`src/rtl/sargantana_tag_access_ctrl_if.sv`:
```
// Bundles the requester handshakes and the tag-way memory port of the tag access controller.
// The controller uses the slave modport; the requester/memory side uses the master modport.
interface sargantana_tag_access_ctrl_if #(
  parameter int unsigned NWAYS      = 4,
  parameter int unsigned TAG_WIDTH  = 20,
  parameter int unsigned ADDR_WIDTH = 6
);
  logic                       lkp_req_i;
  logic [ADDR_WIDTH-1:0]      lkp_idx_i;
  logic [TAG_WIDTH-1:0]       lkp_tag_i;
  logic                       lkp_ready_o;
  logic                       rsp_valid_o;
  logic                       rsp_hit_o;
  logic [NWAYS-1:0]           rsp_way_o;
  logic                       rfl_req_i;
  logic [ADDR_WIDTH-1:0]      rfl_idx_i;
  logic [TAG_WIDTH-1:0]       rfl_tag_i;
  logic                       rfl_done_o;
  logic [NWAYS-1:0]           rfl_way_o;
  logic                       flush_req_i;
  logic                       flush_done_o;
  logic                       busy_o;
  logic [NWAYS-1:0]           tag_req_o;
  logic [NWAYS-1:0]           tag_we_o;
  logic                       tag_vbit_o;
  logic                       tag_flush_o;
  logic [ADDR_WIDTH-1:0]      tag_addr_o;
  logic [TAG_WIDTH-1:0]       tag_wdata_o;
  logic [NWAYS*TAG_WIDTH-1:0] tag_rdata_i;
  logic [NWAYS-1:0]           tag_vbit_i;

  modport slave (
    input  lkp_req_i, lkp_idx_i, lkp_tag_i, rfl_req_i, rfl_idx_i, rfl_tag_i, flush_req_i,
           tag_rdata_i, tag_vbit_i,
    output lkp_ready_o, rsp_valid_o, rsp_hit_o, rsp_way_o, rfl_done_o, rfl_way_o, flush_done_o,
           busy_o, tag_req_o, tag_we_o, tag_vbit_o, tag_flush_o, tag_addr_o, tag_wdata_o
  );

  modport master (
    output lkp_req_i, lkp_idx_i, lkp_tag_i, rfl_req_i, rfl_idx_i, rfl_tag_i, flush_req_i,
           tag_rdata_i, tag_vbit_i,
    input  lkp_ready_o, rsp_valid_o, rsp_hit_o, rsp_way_o, rfl_done_o, rfl_way_o, flush_done_o,
           busy_o, tag_req_o, tag_we_o, tag_vbit_o, tag_flush_o, tag_addr_o, tag_wdata_o
  );
endinterface

```
`src/rtl/sargantana_tag_access_ctrl.sv`:
```
// Instruction-cache tag-way access controller: arbitrates flush > refill > lookup.
// Define ICACHE_FLUSH_SWEEP_EN to flush by sweeping every set instead of a one-cycle way flush.
module sargantana_tag_access_ctrl #(
  parameter int unsigned NWAYS      = 4,
  parameter int unsigned TAG_WIDTH  = 20,
  parameter int unsigned TAG_DEPTH  = 64,
  parameter int unsigned ADDR_WIDTH = $clog2(TAG_DEPTH)
) (
  input  logic                       clk_i,
  input  logic                       rst_i,
  sargantana_tag_access_ctrl_if.slave bus
);
  localparam int unsigned WayW = $clog2(NWAYS);

  typedef enum logic [1:0] {StIdle, StRfRd, StRfWr, StFl} state_e;

  state_e                 state_q;
  logic [WayW-1:0]        rr_ptr_q;
  logic [NWAYS-1:0]       victim_q;
  logic                   rr_used_q;
  logic                   rsp_pending_q;
  logic [TAG_WIDTH-1:0]   lkp_tag_q;
  logic                   flush_done_q;
`ifdef ICACHE_FLUSH_SWEEP_EN
  logic [ADDR_WIDTH-1:0]  sweep_q;
`endif

  logic idle, acc_fl, acc_rf, acc_lk;

  assign idle   = (state_q == StIdle);
  // The requester still holds flush_req_i during the done cycle, so it must not re-arm a flush.
  assign acc_fl = idle & bus.flush_req_i & ~flush_done_q;
  assign acc_rf = idle & ~bus.flush_req_i & bus.rfl_req_i;
  assign acc_lk = idle & ~bus.flush_req_i & ~bus.rfl_req_i & bus.lkp_req_i;

  logic [WayW-1:0] vic_idx;
  logic            vic_free;

  // Downward scan leaves the lowest-index invalid way selected.
  always_comb begin
    vic_free = 1'b0;
    vic_idx  = rr_ptr_q;
    for (int w = int'(NWAYS) - 1; w >= 0; w--) begin
      if (!bus.tag_vbit_i[w]) begin
        vic_free = 1'b1;
        vic_idx  = WayW'(w);
      end
    end
  end

  logic [NWAYS-1:0] hit;

  always_comb begin
    hit = '0;
    for (int w = 0; w < int'(NWAYS); w++) begin
      hit[w] = bus.tag_vbit_i[w] & (bus.tag_rdata_i[w*TAG_WIDTH +: TAG_WIDTH] == lkp_tag_q);
    end
  end

  always_ff @(posedge clk_i) begin
    if (rst_i) begin
      state_q       <= StIdle;
      rr_ptr_q      <= '0;
      victim_q      <= '0;
      rr_used_q     <= 1'b0;
      rsp_pending_q <= 1'b0;
      lkp_tag_q     <= '0;
      flush_done_q  <= 1'b0;
`ifdef ICACHE_FLUSH_SWEEP_EN
      sweep_q       <= '0;
`endif
    end else begin
      rsp_pending_q <= acc_lk;
      flush_done_q  <= 1'b0;
      if (acc_lk) lkp_tag_q <= bus.lkp_tag_i;
      unique case (state_q)
        StIdle: begin
          if (acc_fl)      state_q <= StFl;
          else if (acc_rf) state_q <= StRfRd;
        end
        StRfRd: begin
          victim_q  <= NWAYS'(1) << vic_idx;
          rr_used_q <= ~vic_free;
          state_q   <= StRfWr;
        end
        StRfWr: begin
          if (rr_used_q) rr_ptr_q <= rr_ptr_q + 1'b1;
          state_q <= StIdle;
        end
        StFl: begin
`ifdef ICACHE_FLUSH_SWEEP_EN
          if (sweep_q == ADDR_WIDTH'(TAG_DEPTH - 1)) begin
            sweep_q      <= '0;
            state_q      <= StIdle;
            flush_done_q <= 1'b1;
          end else begin
            sweep_q <= sweep_q + 1'b1;
          end
`else
          state_q      <= StIdle;
          flush_done_q <= 1'b1;
`endif
        end
        default: state_q <= StIdle;
      endcase
    end
  end

  // Reset forces every output low in the same cycle it is asserted.
  always_comb begin
    bus.lkp_ready_o  = 1'b0;
    bus.rsp_valid_o  = 1'b0;
    bus.rsp_hit_o    = 1'b0;
    bus.rsp_way_o    = '0;
    bus.rfl_done_o   = 1'b0;
    bus.rfl_way_o    = '0;
    bus.flush_done_o = 1'b0;
    bus.busy_o       = 1'b0;
    bus.tag_req_o    = '0;
    bus.tag_we_o     = '0;
    bus.tag_vbit_o   = 1'b0;
    bus.tag_flush_o  = 1'b0;
    bus.tag_addr_o   = '0;
    bus.tag_wdata_o  = '0;
    if (!rst_i) begin
      bus.lkp_ready_o  = idle & ~bus.flush_req_i & ~bus.rfl_req_i;
      bus.rsp_valid_o  = rsp_pending_q;
      bus.rsp_hit_o    = rsp_pending_q & (|hit);
      bus.rsp_way_o    = rsp_pending_q ? hit : '0;
      bus.busy_o       = ~idle;
      bus.flush_done_o = flush_done_q;
      if (acc_lk || acc_rf) begin
        bus.tag_req_o  = '1;
        bus.tag_addr_o = acc_lk ? bus.lkp_idx_i : bus.rfl_idx_i;
      end
      if (state_q == StRfWr) begin
        bus.tag_req_o   = victim_q;
        bus.tag_we_o    = victim_q;
        bus.tag_vbit_o  = 1'b1;
        bus.tag_addr_o  = bus.rfl_idx_i;
        bus.tag_wdata_o = bus.rfl_tag_i;
        bus.rfl_done_o  = 1'b1;
        bus.rfl_way_o   = victim_q;
      end
      if (state_q == StFl) begin
`ifdef ICACHE_FLUSH_SWEEP_EN
        bus.tag_req_o  = '1;
        bus.tag_we_o   = '1;
        bus.tag_addr_o = sweep_q;
`else
        bus.tag_flush_o = 1'b1;
`endif
      end
    end
  end

  // Requesters must hold refill/flush requests until the matching done pulse.
  assert property (@(posedge clk_i) disable iff (rst_i)
    (state_q inside {StRfRd, StRfWr}) |-> bus.rfl_req_i);
  assert property (@(posedge clk_i) disable iff (rst_i)
    ((state_q == StFl) || flush_done_q) |-> bus.flush_req_i);

endmodule
```
`src/flat_wrapper.sv`:
```
// flat-port wrapper written by rule: the top's interface ports become plain ports
module sargantana_tag_access_ctrl_flat 
#(
  parameter int unsigned NWAYS      = 4,
  parameter int unsigned TAG_WIDTH  = 20,
  parameter int unsigned TAG_DEPTH  = 64,
  parameter int unsigned ADDR_WIDTH = $clog2(TAG_DEPTH)
)
  (clk_i, rst_i, bus_lkp_req_i, bus_lkp_idx_i, bus_lkp_tag_i, bus_rfl_req_i, bus_rfl_idx_i, bus_rfl_tag_i, bus_flush_req_i, bus_tag_rdata_i, bus_tag_vbit_i, bus_lkp_ready_o, bus_rsp_valid_o, bus_rsp_hit_o, bus_rsp_way_o, bus_rfl_done_o, bus_rfl_way_o, bus_flush_done_o, bus_busy_o, bus_tag_req_o, bus_tag_we_o, bus_tag_vbit_o, bus_tag_flush_o, bus_tag_addr_o, bus_tag_wdata_o);
  sargantana_tag_access_ctrl_if #(.NWAYS(NWAYS), .TAG_WIDTH(TAG_WIDTH), .ADDR_WIDTH(ADDR_WIDTH)) bus_i ();
  input  logic clk_i;
  input  logic rst_i;
  input wire logic [$bits(bus_i.lkp_req_i)-1:0] bus_lkp_req_i;
  input wire logic [$bits(bus_i.lkp_idx_i)-1:0] bus_lkp_idx_i;
  input wire logic [$bits(bus_i.lkp_tag_i)-1:0] bus_lkp_tag_i;
  input wire logic [$bits(bus_i.rfl_req_i)-1:0] bus_rfl_req_i;
  input wire logic [$bits(bus_i.rfl_idx_i)-1:0] bus_rfl_idx_i;
  input wire logic [$bits(bus_i.rfl_tag_i)-1:0] bus_rfl_tag_i;
  input wire logic [$bits(bus_i.flush_req_i)-1:0] bus_flush_req_i;
  input wire logic [$bits(bus_i.tag_rdata_i)-1:0] bus_tag_rdata_i;
  input wire logic [$bits(bus_i.tag_vbit_i)-1:0] bus_tag_vbit_i;
  output wire logic [$bits(bus_i.lkp_ready_o)-1:0] bus_lkp_ready_o;
  output wire logic [$bits(bus_i.rsp_valid_o)-1:0] bus_rsp_valid_o;
  output wire logic [$bits(bus_i.rsp_hit_o)-1:0] bus_rsp_hit_o;
  output wire logic [$bits(bus_i.rsp_way_o)-1:0] bus_rsp_way_o;
  output wire logic [$bits(bus_i.rfl_done_o)-1:0] bus_rfl_done_o;
  output wire logic [$bits(bus_i.rfl_way_o)-1:0] bus_rfl_way_o;
  output wire logic [$bits(bus_i.flush_done_o)-1:0] bus_flush_done_o;
  output wire logic [$bits(bus_i.busy_o)-1:0] bus_busy_o;
  output wire logic [$bits(bus_i.tag_req_o)-1:0] bus_tag_req_o;
  output wire logic [$bits(bus_i.tag_we_o)-1:0] bus_tag_we_o;
  output wire logic [$bits(bus_i.tag_vbit_o)-1:0] bus_tag_vbit_o;
  output wire logic [$bits(bus_i.tag_flush_o)-1:0] bus_tag_flush_o;
  output wire logic [$bits(bus_i.tag_addr_o)-1:0] bus_tag_addr_o;
  output wire logic [$bits(bus_i.tag_wdata_o)-1:0] bus_tag_wdata_o;
  assign bus_i.lkp_req_i = bus_lkp_req_i;
  assign bus_i.lkp_idx_i = bus_lkp_idx_i;
  assign bus_i.lkp_tag_i = bus_lkp_tag_i;
  assign bus_i.rfl_req_i = bus_rfl_req_i;
  assign bus_i.rfl_idx_i = bus_rfl_idx_i;
  assign bus_i.rfl_tag_i = bus_rfl_tag_i;
  assign bus_i.flush_req_i = bus_flush_req_i;
  assign bus_i.tag_rdata_i = bus_tag_rdata_i;
  assign bus_i.tag_vbit_i = bus_tag_vbit_i;
  assign bus_lkp_ready_o = bus_i.lkp_ready_o;
  assign bus_rsp_valid_o = bus_i.rsp_valid_o;
  assign bus_rsp_hit_o = bus_i.rsp_hit_o;
  assign bus_rsp_way_o = bus_i.rsp_way_o;
  assign bus_rfl_done_o = bus_i.rfl_done_o;
  assign bus_rfl_way_o = bus_i.rfl_way_o;
  assign bus_flush_done_o = bus_i.flush_done_o;
  assign bus_busy_o = bus_i.busy_o;
  assign bus_tag_req_o = bus_i.tag_req_o;
  assign bus_tag_we_o = bus_i.tag_we_o;
  assign bus_tag_vbit_o = bus_i.tag_vbit_o;
  assign bus_tag_flush_o = bus_i.tag_flush_o;
  assign bus_tag_addr_o = bus_i.tag_addr_o;
  assign bus_tag_wdata_o = bus_i.tag_wdata_o;
  sargantana_tag_access_ctrl #(.NWAYS(NWAYS), .TAG_WIDTH(TAG_WIDTH), .TAG_DEPTH(TAG_DEPTH), .ADDR_WIDTH(ADDR_WIDTH)) u_core (.clk_i(clk_i), .rst_i(rst_i), .bus(bus_i));
endmodule
```
`config.mk`:
```
export PLATFORM = sky130hd
export DESIGN_NAME = sargantana_tag_access_ctrl_flat
export DESIGN_NICKNAME = d
export VERILOG_FILES = /design/src/rtl/sargantana_tag_access_ctrl_if.sv /design/src/rtl/sargantana_tag_access_ctrl.sv /design/src/flat_wrapper.sv
export SDC_FILE = /design/constraint.sdc
export NUM_CORES = 1
export LEC_CHECK = 0
export CAP_MARGIN = 40
export CORE_ASPECT_RATIO = 0.6
export CORE_MARGIN = 4
export CORE_UTILIZATION = 35
export DETAILED_ROUTE_END_ITERATION = 8
export PLACE_DENSITY = 0.86
export SYNTH_ARGS = -nofsm -noshare
export SYNTH_HDL_FRONTEND = slang
export SYNTH_SLANG_ARGS = --single-unit
```
`constraint.sdc`:
```
create_clock -name clk_i -period 2.2 [get_ports clk_i]
set_input_delay 0.44 -clock clk_i [delete_from_list [all_inputs] [get_ports clk_i]]
set_output_delay 0.44 -clock clk_i [all_outputs]
set_load 0.05 [all_outputs]
```
; Word-level counts from Yosys, hierarchy flattened
; Index checks and enable logic that the tools add are counted.
[op_classes]
n_addsub = 1
n_eq_ne = 8
shift = 1
n_mux = 33
bitwise = 16
n_reduce_logical = 5
[op_table]
columns = cell, count
row1 = $eq 20x20->1, 4
row2 = $mux 20, 2
row3 = $mux 4, 7
row4 = $mux 6, 4
row5 = $mux 1, 13
row6 = $mux 2, 6
row7 = $and 1x1->1, 11
row8 = $pmux 2 s3, 1
row9 = $not 1->1, 5
row10 = $eq 2x2->1 const B, 2
row11 = $reduce_or 4->1, 1
row12 = $shl 1x2->4 const A, 1
row13 = $ne 3x3->1 const B, 1
row14 = $add 2x1->2 const B, 1
row15 = $eq 2x1->1 const B, 1
row16 = $logic_not 2->1, 1
row17 = $reduce_and 2->1, 1
row18 = $reduce_or 2->1, 1
row19 = $logic_or 1x1->1, 1
[totals]
reg_bits = 31
in_bits = 141
output_inout_bits = 50
wordCells = 71

; Depth between registers and ports, before layout
; Gate-level depths: netlist (run 1).
[depth]
ltp_word = 8
depth_mapped = 6

; Least setup slack after synthesis (run 1)
; Ideal clock, no wire load.
[synth_path]
kind = input-to-output
from = in rst_i
to = out bus_tag_addr_o[0]
arrival_ns = 2.035
required_time_ns = 1.760
slack_ns = -0.275
path_stages = 5
path_cell_list = clkbuf_1 > or3_4 > nor3_4 > nor2_1 > a21oi_1
[synth_between]
elab_chain_cells = 1
[synth_lines]
columns = element, line_no
row1 = from (decl), flat_wrapper.sv:12  ; input logic rst_i;
row2 = $mux 6, sargantana_tag_access_ctrl.sv:125  ; if (!rst_i) begin
row3 = to (decl), flat_wrapper.sv:34  ; output wire logic [$bits(bus_i.tag_addr_o)-1:0] bus_tag_addr_o;
; Every way passes these cells.

; Worst setup path after layout (run 1)
[layout_path]
from = in bus_tag_rdata_i[62]
to = out bus_rsp_hit_o
[layout_between]
elab_chain_cells = 5
[layout_lines]
columns = element, line_no
row1 = from (decl), flat_wrapper.sv:20  ; input wire logic [$bits(bus_i.tag_rdata_i)-1:0] bus_tag_rdata_i;
row2 = $eq 20x20->1, sargantana_tag_access_ctrl.sv:56  ; hit[w] = bus.tag_vbit_i[w] & (bus.tag_rdata_i[w*TAG_WIDTH +: TAG_WIDTH] == lkp_tag_q);
row3 = $and 1x1->1, sargantana_tag_access_ctrl.sv:56
row4 = $reduce_or 4->1, sargantana_tag_access_ctrl.sv:128  ; bus.rsp_hit_o = rsp_pending_q & (|hit);
row5 = $and 1x1->1, sargantana_tag_access_ctrl.sv:128
row6 = $mux 1, sargantana_tag_access_ctrl.sv:125
row7 = to (decl), flat_wrapper.sv:24  ; output wire logic [$bits(bus_i.rsp_hit_o)-1:0] bus_rsp_hit_o;
; Every way passes these cells.

==> results_dict.tcl, run 1 <==
set metrics [dict create \
    p_leak_nw 2.31 \
    cts_buffers 5 \
    netlist_area_um2 2560 \
    grt_pass1_wl_mm 17.2 \
    ant_nets 0 \
    maxSlewHeadroom_pct 78.7 \
    place_inst 626 \
    dr.pass1.iters 4 \
    fin_cells 642 \
    cts_max_level 2 \
    clk_latency_ns 0.27 \
    drv_cap 0 \
    max-vdd-ir-drop_v 0.000318 \
    n_antenna_cell 0 \
    grt_start_max_net_pins 27 \
    status "finished with violations" \
    finalWorstSetupSlack_ns -0.344 \
    viasPerCell 4.91 \
    hold_viol 0 \
    fp.dieArea_um2 8790 \
    drive_above_1_share_pct 31.9 \
    grt_usage_pct 25.3 \
    critPathArrivalTime_ns 2.10 \
    die_h_um 74.2 \
    tns_ns -1.33 \
    cts.path.max_buffers 2 \
    clkSlewWorstSetupHoldPaths_ns 0.05 \
    cts_root_buf "clkbuf_16" \
    synth_seq_area_share_pct 24.2 \
    path_class "primary input to primary output" \
    ys_types 33 \
    fillers 443 \
    drc 0 \
    grt-ovfl-total 0 \
    netlist_top_cells_area "dfxtp_1 24%, xnor2_1 22%, nand2_1 8.2%" \
    violations "negative setup slack" \
    cts_tree "done" \
    antenna_found_initial 0 \
    wl_per_cell_um 18.4 \
    p_per_area_nw_per_um2 367 \
    io_buffers 190 \
    setup_viol 5 \
    final_common_cell "dlygate4sd2_1" \
    crit_required_ns 1.76 \
    grt_pass1_vias 3261 \
    drt-initial-drc-count 107 \
    wirelength_mm 11.8 \
    synthCells 336 \
    clock_sink_count 31 \
    final_cell_mix "67 x dlygate4sd2_1, 66 x clkdlybuf4s50_1, 56 x nand2_1" \
    die_w_um 118 \
    endpoint_kind "primary output" \
    tightest_slew_ns 0.316 \
    vias 3150 \
    rsz0062_at_grt "true" \
    area_growth_syn_to_layout_pct 120 \
    start_util_pct 37.2 \
    synth_top_flop_cell "dfxtp_1" \
    synth-edff-count 0 \
    globalplace.congestion 0.900 \
    finalCriticalPeriod_ns 2.54 \
    clock.fmax_mhz 393 \
    reg2reg_slack_ns 0.75 \
    synth.top_cell.area_share_pct 24.2 \
    synth_warnings 0 \
    synth_seq_cells 31 \
    avgSynthCellArea_um2 7.62 \
    hpwl_mm 9.65 \
    crit_fanout 2 \
    async_flop_share_pct 0 \
    maxSlewViolCount 0 \
    hold_buffers 0 \
    cp-start-kind "primary input" \
    final_nets 695 \
    clock_skew_ns 0.00372 \
    min_path_type "flip-flop to flip-flop" \
    min_period_over_period_pct 116 \
    syn-num-nets 477 \
    core-area_um2 6880 \
    boundaryPins 191 \
    synth_top_cell_by_area "dfxtp_1" \
    rows 23 \
]
power by group:
| part | switching [mW] | leakage [nW] | internal (mW) |
|---|---|---|---|
| combinational | 0.356 | 1.98 | 0.458 |
| clock | 0.234 | 0.0679 | 0.417 |
| sequential | 0.0226 | 0.261 | 0.579 |
| total | 0.612 | 2.31 | 1.45 |
repair_timing:
action                     4_1_cts  5_1_grt
cloned                           0        0
setup endpoints to repair       46       15
pin swaps                       68       25
resized for setup              118       29
setup buffers                    3        6
kinds of logic after synthesis:
kind of cell,synth area share (%)
and+or+nand+nor,29.3
buffers and inverters,9.92
AOI/OAI and AO/OA,8.16
xor gates and xnor gates,28.3
DFF,24.2
critical path, cell delays in order:
cell and delay [ns]:
dlygate4sd2_1 0.26, xnor2_2 0.16, nand4_1 0.21, nor4_2 0.37, nand4_1 0.20, a41oi_2 0.29
buf_12 0.17
routing by layer:
metal / track usage [%] / part of all wire (%)
met1: 30.8 / 40
met2: 46.0 / 50
met3: 6.69 / 8.3
met4: 5.26 / 1.4
met5: 0 / 0
flip-flops by register name, summed over array words and instances, names as in the netlist:
register / flops
u_core.flush_done_q: 1
u_core.rr_ptr_q: 2
u_core.victim_q: 4
u_core.rr_used_q: 1
u_core.state_q: 2
u_core.rsp_pending_q: 1
u_core.lkp_tag_q: 20
synth_stat cells (2+ instances only):
master	number
nand2b_1	2
or2_2	4
nor3_1	4
a21oi_1	28
buf_2	11
inv_1	3
xnor2_1	63
buf_4	6
and2_1	26
xor2_1	18
nand2_1	56
nor2_1	19
buf_6	9
nor4_1	8
clkbuf_1	9
dfxtp_1	31
nand4_1	16
nand3_1	4
a22oi_1	4
buf_1	2
final timing paths:
kind	cells past startpoint	end	start
max reg2reg	6	u_core.lkp_tag_q[11]	u_core.state_q[0]
max	7	bus_rsp_hit_o	bus_tag_rdata_i[62]
min reg2reg	1	u_core.state_q[0]	u_core.flush_done_q
min	1	u_core.state_q[0]	u_core.flush_done_q
per-stage QoR:
step	setup WS (ns)	cell area, um2	hold slack, ns	utilization, %	power, mW
2_1_floorplan	-0.275	2560	0.415	-	0.928
3_3_place_gp	-0.462	5230	0.418	76.0	1.39
3_5_place_dp	-0.480	5230	0.424	76.0	1.41
4_1_cts	-0.264	5450	0.424	79.3	2.05
5_1_grt	-0.473	5630	0.458	81.9	2.17
6_report	-0.344	5630	0.424	81.9	2.07
cell type report:
class                           instances  area (um2)  area share, %
Timing Repair Buffer                  248        2820           50.1
Multi-Input combinational cell        265        1900           33.8
Sequential cell                        31         654           11.6
Clock buffer                            7         133           2.35
Tap cell                               87         109           1.93
Inverter                                3        11.3          0.200
Clock inverter                          1        5.00         0.0888
Note: power is estimated with default switching activity, not from simulation.
==> run 2: changes to the inputs <==
--- a/config.mk
+++ b/config.mk
@@ -11,6 +11,7 @@
 export CORE_UTILIZATION = 35
 export DETAILED_ROUTE_END_ITERATION = 8
 export PLACE_DENSITY = 0.86
+export SLEW_MARGIN = 15
 export SYNTH_ARGS = -nofsm -noshare
 export SYNTH_HDL_FRONTEND = slang
 export SYNTH_SLANG_ARGS = --single-unit
==> results of run 2 <==
No change in the layout: final DEF, timing and power equal those of run 1.
==> run 3: changes to the inputs <==
--- a/config.mk
+++ b/config.mk
@@ -6,11 +6,10 @@
 export NUM_CORES = 1
 export LEC_CHECK = 0
 export CAP_MARGIN = 40
-export CORE_ASPECT_RATIO = 0.6
 export CORE_MARGIN = 4
-export CORE_UTILIZATION = 35
+export CORE_UTILIZATION = 31
 export DETAILED_ROUTE_END_ITERATION = 8
-export PLACE_DENSITY = 0.86
+export PLACE_DENSITY = 0.81
 export SLEW_MARGIN = 15
 export SYNTH_ARGS = -nofsm -noshare
 export SYNTH_HDL_FRONTEND = slang
==> constraint.sdc (replaced) <==
create_clock -name clk_i -period 2.1 [get_ports clk_i]
set_input_delay 0.42 -clock clk_i [delete_from_list [all_inputs] [get_ports clk_i]]
set_output_delay 0.42 -clock clk_i [all_outputs]
set_load 0.05 [all_outputs]
==> results_dict.tcl, run 3 (same netlist as run 1, synthesis figures left out) <==
set metrics [dict create \
    crit_chain "buf_4 > xnor2_2 > nand4_1 > nor4_2 > buf_4 > nand4_1 > a41oi_2 > buf_12" \
    top_regs "u_core.lkp_tag_q (20), u_core.victim_q (4)" \
    wl_per_cell_um 17.0 \
    cts_root_buf "clkbuf_8" \
    io_buffers 190 \
    rows 32 \
    clock_skew_ns 0.00498 \
    grt-ovfl-total 0 \
    sw_frac_of_total_pct 31.8 \
    grt_pass1_wl_mm 16.5 \
    final_nets 686 \
    cts_max_level 2 \
    hpwl_mm 9.29 \
    hold_depth 1 \
    r2r_end "u_core.lkp_tag_q[11]" \
    holdPathEnd "u_core.state_q[0]" \
    place_ws_ns -0.614 \
    die_h_um 98.9 \
    die_w_um 98.9 \
    fp.dieArea_um2 9780 \
    pwr-share-clk_pct 23.7 \
    cts.path.max_buffers 2 \
    wirelength_mm 11.0 \
    clock.fmax_mhz 409 \
    area_growth_syn_to_layout_pct 118 \
    tightest_slew_ns 0.410 \
    drv_cap 0 \
    maxSlewViolCount 0 \
    clk_latency_ns 0.28 \
    p_leak_nw 2.20 \
    path_class "flip-flop to primary output" \
    cp-start-kind "flip-flop" \
    min_path_type "flip-flop to flip-flop" \
    final_cell_mix "68 x dlygate4sd2_1, 68 x clkdlybuf4s50_1, 56 x nand2_1" \
    comb_power_share_pct 43.8 \
    switching_power_uw 611 \
    seq_power_share_pct 32.5 \
    cts_tree "done" \
    viasPerCell 4.77 \
    max-vdd-ir-drop_v 0.000287 \
    clkSlewWorstSetupHoldPaths_ns 0.06 \
    dr.pass1.iters 4 \
    setup_viol 5 \
    drc 0 \
    drt-initial-drc-count 85 \
    hold_viol 0 \
    grt_pass1_vias 3252 \
    min_period_over_period_pct 116 \
    finalCriticalPeriod_ns 2.45 \
    grt_start_max_net_pins 23 \
    hold_buffers 0 \
    grt_usage_pct 21.4 \
    globalplace.congestion 0.875 \
    crit_slowest_cell "dfxtp_4" \
    crit_fanout 2 \
    vias 3101 \
    violations "negative setup slack" \
    final_area_um2 5590 \
    rsz0062_at_grt "true" \
    p_int_mw 1.31 \
    ant_nets 0 \
    min_from "u_core.flush_done_q" \
    largest-register "u_core.lkp_tag_q" \
    antenna_found_initial 1 \
    critPathMaxStageDelay_ns 0.34 \
    start_util_pct 32.5 \
    clock_sink_count 31 \
    boundaryPins 191 \
    largest_reg_flops 20 \
    reg2reg_slack_ns 0.66 \
    status "finished with violations" \
    rr_worst_depth 6 \
    endpoint_kind "primary output" \
    timing.rr.start "u_core.state_q[0]" \
    drive_above_1_share_pct 33.9 \
    finalWorstSetupSlack_ns -0.345 \
    critPathArrivalTime_ns 2.03 \
    p_per_area_nw_per_um2 343 \
    core-area_um2 7890 \
    crit_required_ns 1.68 \
    maxSlewHeadroom_pct 72.6 \
    place_area_um2 5260 \
    cts_buffers 5 \
]
run 3: per-layer routing:
metal	wire length [um]	share of wire [%]	vias to the layer above	GRT usage (%)
met2	5700	52	135	37.7
met5	0	0	-	0
met4	329	3.0	0	8.82
li1	-	-	1505	-
met3	784	7.1	20	4.60
met1	4230	38	1441	25.0
run 3: stage by stage:
step | hold slack, ns | setup TNS (ns) | power [mW] | util, % | std cells
floorplan | 0.416 | -0.312 | 0.990 | - | 336
finish | 0.444 | -1.33 | 1.92 | 70.9 | 650
detailed placement | 0.441 | -10.84 | 1.49 | 66.7 | 632
global route | 0.478 | -2.08 | 2.00 | 70.9 | 649
CTS | 0.451 | -1.51 | 1.92 | 69.7 | 644
global placement | 0.421 | -9.05 | 1.47 | 66.7 | 632
run 3: critical path: cells and delay by family (launching register included):
family          cells  cell delay, ns
xor+xnor            1            0.11
compound gates      1            0.25
buf+inv             3            0.47
flops               1            0.34
simple gates        3            0.58
run 3: area by class of cell:
type | instances | area, um2
timing repair buffer | 239 | 2730
fill | 618 | 2290
multi-input combinational | 265 | 1970
sequential | 31 | 671
tap | 102 | 128
clock buffer | 7 | 76.3
inverter | 3 | 11.3
clock inverter | 1 | 5.00
antenna | 2 | 5.00
run 3: power by group through the flow:
stage	clock [mW]	sequential [mW]	combinational [mW]
2_1_floorplan	0	0.628	0.362
3_3_place_gp	0	0.643	0.831
3_5_place_dp	0	0.644	0.845
4_1_cts	0.464	0.625	0.830
5_1_grt	0.484	0.626	0.888
6_report	0.455	0.623	0.842
run 3: timing repair:
item,CTS,global route
endpoints found under the setup margin,47,29
pin swaps,80,16
resized for setup,141,13
buffers inserted,6,5
run 3: worst max path at each step:
| stage | slack (ns) | end | start | depth (start not counted) |
|---|---|---|---|---|
| floorplan | -0.17 | bus_tag_addr_o[0] | rst_i | 5 |
| global placement | -0.55 | bus_rsp_hit_o | bus_tag_rdata_i[29] | 8 |
| detailed placement | -0.61 | bus_rsp_hit_o | bus_tag_rdata_i[29] | 8 |
| CTS | -0.35 | bus_rsp_hit_o | u_core.lkp_tag_q[10] | 8 |
| global route | -0.42 | bus_rsp_hit_o | bus_tag_rdata_i[24] | 8 |
| finish | -0.35 | bus_rsp_hit_o | u_core.lkp_tag_q[0] | 8 |
